===== src/rtl/gen_arb_wrr_if.sv =====
// Request/grant bundle for the weighted round-robin arbiter.
//   rqsts    : per-requester level requests
//   wgts     : per-requester weights, slice [i*CNT_WID +: CNT_WID] belongs to requester i
//   ack      : downstream accepted one transfer from the current grantee
//   grnts    : one-hot grant bus
//   grnt_vld : any grant active
//   grnt_idx : binary index of the active grant, 0 when none
// slave  : arbiter side
// master : requester / downstream side
interface gen_arb_wrr_if #(
    parameter int unsigned WID     = 16,
    parameter int unsigned CNT_WID = 4,
    parameter int unsigned IDX_WID = $clog2(WID)
);
    logic [WID-1:0]         rqsts;
    logic [WID*CNT_WID-1:0] wgts;
    logic                   ack;
    logic [WID-1:0]         grnts;
    logic                   grnt_vld;
    logic [IDX_WID-1:0]     grnt_idx;

    modport slave (
        input  rqsts,
        input  wgts,
        input  ack,
        output grnts,
        output grnt_vld,
        output grnt_idx
    );

    modport master (
        output rqsts,
        output wgts,
        output ack,
        input  grnts,
        input  grnt_vld,
        input  grnt_idx
    );
endinterface


===== src/rtl/gen_arb_wrr_top.sv =====
// Weighted round-robin arbiter.
// A winner holds its grant for up to <weight> acknowledged transfers (weight 0 acts as 1),
// or until it drops its request. On release the next winner is loaded in the same cycle,
// searching upward from the released index and wrapping to the lowest requester.
// Ports:
//   clk : clock
//   rst : synchronous active-high reset
//   bus : gen_arb_wrr_if.slave (rqsts, wgts, ack in; grnts, grnt_vld, grnt_idx out)
module gen_arb_wrr_top #(
    parameter int unsigned WID     = 16,
    parameter int unsigned CNT_WID = 4,
    parameter int unsigned IDX_WID = $clog2(WID)
) (
    input  logic           clk,
    input  logic           rst,
    gen_arb_wrr_if.slave   bus
);

    typedef enum logic [0:0] {StIdle, StHold} state_e;

    state_e               state_q;
    logic [WID-1:0]       grnts_q;
    logic                 grnt_vld_q;
    logic [IDX_WID-1:0]   grnt_idx_q;
    logic [IDX_WID-1:0]   ptr_q;
    logic [CNT_WID-1:0]   credit_q;

    logic                 rel_grant;
    logic [IDX_WID-1:0]   arb_ptr;
    logic                 win_vld;
    logic [IDX_WID-1:0]   win_idx;
    logic                 found_hi;
    logic [IDX_WID-1:0]   hi_idx;
    logic [CNT_WID-1:0]   win_wgt;
    logic [CNT_WID-1:0]   load_credit;
    logic [WID-1:0]       win_onehot;

    always_comb begin
        // Release on last credit being spent, or on the grantee dropping its request.
        rel_grant = (state_q == StHold) &&
                    ((bus.ack && (credit_q == CNT_WID'(1))) || !bus.rqsts[grnt_idx_q]);
        // A releasing grantee becomes the new priority reference in the same cycle.
        arb_ptr   = rel_grant ? grnt_idx_q : ptr_q;

        win_vld  = 1'b0;
        win_idx  = '0;
        found_hi = 1'b0;
        hi_idx   = '0;
        // Descending scans leave the lowest qualifying index in the result.
        for (int i = int'(WID) - 1; i >= 0; i--) begin
            if (bus.rqsts[i]) begin
                win_vld = 1'b1;
                win_idx = IDX_WID'(i);
                if (i > int'(arb_ptr)) begin
                    found_hi = 1'b1;
                    hi_idx   = IDX_WID'(i);
                end
            end
        end
        if (found_hi) begin
            win_idx = hi_idx;
        end

        win_wgt     = bus.wgts[win_idx*CNT_WID +: CNT_WID];
        load_credit = (win_wgt == '0) ? CNT_WID'(1) : win_wgt;
        win_onehot  = {{(WID-1){1'b0}}, 1'b1} << win_idx;
    end

    always_ff @(posedge clk) begin
        if (rst) begin
            state_q    <= StIdle;
            grnts_q    <= '0;
            grnt_vld_q <= 1'b0;
            grnt_idx_q <= '0;
            credit_q   <= '0;
            // Highest index as last-granted gives index 0 top priority.
            ptr_q      <= IDX_WID'(WID - 1);
        end else begin
            unique case (state_q)
                StIdle: begin
                    if (win_vld) begin
                        state_q    <= StHold;
                        grnts_q    <= win_onehot;
                        grnt_vld_q <= 1'b1;
                        grnt_idx_q <= win_idx;
                        credit_q   <= load_credit;
                    end
                end
                StHold: begin
                    if (rel_grant) begin
                        ptr_q <= grnt_idx_q;
                        if (win_vld) begin
                            grnts_q    <= win_onehot;
                            grnt_vld_q <= 1'b1;
                            grnt_idx_q <= win_idx;
                            credit_q   <= load_credit;
                        end else begin
                            state_q    <= StIdle;
                            grnts_q    <= '0;
                            grnt_vld_q <= 1'b0;
                            grnt_idx_q <= '0;
                            credit_q   <= '0;
                        end
                    end else if (bus.ack && (credit_q != '0)) begin
                        credit_q <= credit_q - CNT_WID'(1);
                    end
                end
                default: state_q <= StIdle;
            endcase
        end
    end

    assign bus.grnts    = grnts_q;
    assign bus.grnt_vld = grnt_vld_q;
    assign bus.grnt_idx = grnt_idx_q;

endmodule


===== src/flat_wrapper.sv =====
// flat-port wrapper written by rule: the top's interface ports become plain ports
module gen_arb_wrr_top_flat 
#(
    parameter int unsigned WID     = 16,
    parameter int unsigned CNT_WID = 4,
    parameter int unsigned IDX_WID = $clog2(WID)
)
  (clk, rst, bus_rqsts, bus_wgts, bus_ack, bus_grnts, bus_grnt_vld, bus_grnt_idx);
  gen_arb_wrr_if #(.WID(WID), .CNT_WID(CNT_WID), .IDX_WID(IDX_WID)) bus_i ();
  input  logic clk;
  input  logic rst;
  input wire logic [$bits(bus_i.rqsts)-1:0] bus_rqsts;
  input wire logic [$bits(bus_i.wgts)-1:0] bus_wgts;
  input wire logic [$bits(bus_i.ack)-1:0] bus_ack;
  output wire logic [$bits(bus_i.grnts)-1:0] bus_grnts;
  output wire logic [$bits(bus_i.grnt_vld)-1:0] bus_grnt_vld;
  output wire logic [$bits(bus_i.grnt_idx)-1:0] bus_grnt_idx;
  assign bus_i.rqsts = bus_rqsts;
  assign bus_i.wgts = bus_wgts;
  assign bus_i.ack = bus_ack;
  assign bus_grnts = bus_i.grnts;
  assign bus_grnt_vld = bus_i.grnt_vld;
  assign bus_grnt_idx = bus_i.grnt_idx;
  gen_arb_wrr_top #(.WID(WID), .CNT_WID(CNT_WID), .IDX_WID(IDX_WID)) u_core (.clk(clk), .rst(rst), .bus(bus_i));
endmodule

===== config.mk =====
export PLATFORM = sky130hd
export DESIGN_NAME = gen_arb_wrr_top_flat
export DESIGN_NICKNAME = d
export VERILOG_FILES = /design/src/rtl/gen_arb_wrr_if.sv /design/src/rtl/gen_arb_wrr_top.sv /design/src/flat_wrapper.sv
export SDC_FILE = /design/constraint.sdc
export NUM_CORES = 1
export LEC_CHECK = 0
export ABC_AREA = 1
export CORE_ASPECT_RATIO = 2
export CORE_UTILIZATION = 45
export DETAILED_ROUTE_END_ITERATION = 7
export GPL_ROUTABILITY_DRIVEN = 0
export PLACE_DENSITY = 0.8
export SLEW_MARGIN = 5
export SYNTH_ARGS = -nofsm -noshare
export SYNTH_HDL_FRONTEND = slang
export SYNTH_SLANG_ARGS = --single-unit

===== constraint.sdc =====
create_clock -name clk -period 7.95 [get_ports clk]
set_clock_uncertainty 0.05 [all_clocks]
set_input_delay 1.59 -clock clk [delete_from_list [all_inputs] [get_ports clk]]
set_output_delay 1.59 -clock clk [all_outputs]
set_load 0.02 [all_outputs]

==> metrics.csv <==
stage,metric,value,unit
status,status,"finished, violations left",
status,violations,DRC,
clock_network,cts_buffer_depth,2,
setup_path,crit_path_end_kind,flop,
synth,ys_warn_count,0,
routing,drc_errors,2,
routing,dr.pass1.iters,7,
synth,syn-num-nets,568,
setup_path,crit_path_start_kind,input port,
setup_path,cp.arrival,5.71,ns
global_route,antenna_found_initial,0,
routing,num_vias,3538,
cells_and_area,area.growth.synth_to_final,42.2,%
die,chipHeight,113,um
sta,report.final.slew_viol_count,0,
routing,drt.antenna.violating_nets,0,
global_route,grt_max_degree,23,
placed_design,numPortBuffers,103,
routing,routed_wl,9740,um
setup_path,slowest_stage,clkdlybuf4s50_1,
synth,synth.avg_cell_area,5.78,um2
die,io_pins,104,
clock_network,cts_resized,0,
setup_path,critPathRequiredTime,8.10,ns
cells_and_area,nets,664,
sta,max_freq,180,MHz
cells_and_area,layout-drive-gt1-share,0.0966,
global_route,first_global_vias,3602,
global_route,grt_pass1_wl,15700,um
synth,synth-seq-cells,30,
sta,period_needed,5.56,ns
synth,ys_seq_area_frac,0.215,
power_and_ir_drop,leakagePower,1.82,nW
power_and_ir_drop,peakVddDrop,0.389,mV
clock_network,clockRootBuffer,clkbuf_16,
synth,synth_area_leaders,"nand2_1 24%, dfxtp_1 22%, nand3_1 11%",
sta,hold_viol,0,
sta,rsz0062_at_grt,false,
sta,setup_viol,0,
die,start_util,0.465,
clock_network,clkSinkCount,30,
setup_path,cp_max_fo,22,
synth,synth_edf_count,0,
clock_network,cts_max_level,2,
synth,synth_top_area_share,0.235,
die,fp.dieArea,6540,um2
die,fp-row-count,40,
clock_network,path_clk_slew,0.05,ns
placed_design,dp_hpwl,7690,um
power_and_ir_drop,power.density,560,nW/um2
clock_network,clk_latency,0.27,ns
setup_path,rrSetupSlack,3.49,ns
synth,yosysUniqueCellTypes,40,
min_path,worstHoldPathType,flop to flop,
sta,worst_slew_pin_slew,0.751,ns
routing,drt_iter0_markers,229,
setup_path,crit_type,input port to flop,
synth,synth_area,2790,um2
routing,drt-vias-per-instance,5.50,
clock_network,cts_setup_buffers,0,
sta,relSlewSlack,0.498,
synth,synthCells,483,
sta,holdWs,0.412,ns
global_route,globalRouteOverflowTotal,0,
die,coreArea,6010,um2
cells_and_area,final_cell_mix,"175 x nand2_1, 103 x clkdlybuf4s50_1, 60 x nand3_1",
cells_and_area,final_util,0.661,
synth,synth_ff_type,dfxtp_1,
clock_network,ctsHoldBuffers,0,
setup_path,cp_common_cell,nand2_1,
cells_and_area,num_antenna_cells,0,
cells_and_area,final_common_cell,nand2_1,
clock_network,cts_buffers,5,
routing,avgRoutedWirePerCell,15.1,um
clock_network,cts_tree,yes,
sta,finalSetupTns,0,ns
global_route,track_usage,0.307,
run,drv_cap,0,
synth,async_flop_share,0,
synth,synth_top_cell_by_area,nand2_1,
setup_path,slowest_delay,0.53,ns
sta,fin_crit_sh,0.699,
die,chipWidth,57.7,um
-- cell usage after synthesis (4+ instances only) --
cell type / n
a21oi_1: 18
a22oi_1: 8
buf_2: 6
clkbuf_1: 5
dfxtp_1: 30
inv_1: 38
inv_2: 9
nand2_1: 175
nand2_2: 9
nand2_4: 6
nand3_1: 60
nand4_1: 8
nor2_1: 43
nor2_4: 6
nor3_1: 4
o21ai_0: 14
or2_2: 7
-- flip-flops by register name (all words and copies together) (netlist names) --
name / flops
u_core.ptr_q: 4
u_core.bus.grnt_idx: 4
u_core.state_q: 1
u_core.bus.grnts: 16
u_core.credit_q: 4
u_core.bus.grnt_vld: 1
-- critical path: cells and delay by family --
| kind | cells | cell delay, ns |
|---|---|---|
| AOI/OAI and AO/OA | 2 | 0.35 |
| buffers and inverters | 4 | 0.78 |
| and+or+nand+nor | 23 | 2.98 |
-- cells by family (layout without fill, tap and decap cells) --
| family | after synthesis | count (layout) | synth area share |
|---|---|---|---|
| flops | 30 | 30 | 0.215 |
| fa+ha+maj | 2 | 2 | 0.00896 |
| compound gates | 58 | 58 | 0.129 |
| xor+xnor | 2 | 2 | 0.00627 |
| buf+inv | 63 | 160 | 0.0972 |
| simple gates | 328 | 328 | 0.544 |
-- metrics by stage --
step / power (mW) / cell area [um2] / instances / setup slack, ns
2_1_floorplan: 1.62 / 2790 / 483 / 3.63
4_1_cts: 2.20 / 3970 / 643 / 2.46
3_3_place_gp: 1.97 / 3820 / 635 / 2.30
6_report: 2.22 / 3970 / 643 / 2.39
5_1_grt: 2.44 / 3970 / 643 / 1.97
3_5_place_dp: 2.01 / 3820 / 635 / 2.19
-- layer usage --
| metal | track usage | share of wire | vias up |
|---|---|---|---|
| li1 | - | - | 1748 |
| met1 | 0.275 | 0.34 | 1595 |
| met2 | 0.619 | 0.57 | 157 |
| met3 | 0.0488 | 0.048 | 38 |
| met4 | 0.156 | 0.045 | 0 |
| met5 | 0 | 0 | - |
-- cell type report --
class | count | area [um2]
multi-input combinational | 390 | 1920
clock buffer | 6 | 139
sequential | 30 | 601
clock inverter | 2 | 12.5
tap | 63 | 78.8
timing repair buffer | 103 | 1030
inverter | 49 | 189
fill | 591 | 2030
-- power breakdown --
part,leakage (nW),switching (mW),internal [mW]
logic,1.50,1.20,0.584
clock network,0.0729,0.0652,0.124
registers,0.246,0.0482,0.207
-- final timing paths --
kind                     startpoint             endpoint  depth (start not counted)
max reg2reg  u_core.bus.grnt_idx[0]   u_core.credit_q[2]                         30
min reg2reg     u_core.bus.grnts[0]  u_core.bus.grnts[0]                          2
max                    bus_rqsts[5]   u_core.credit_q[2]                         29
min             u_core.bus.grnts[0]  u_core.bus.grnts[0]                          2
(Power assumes the default switching activity.)
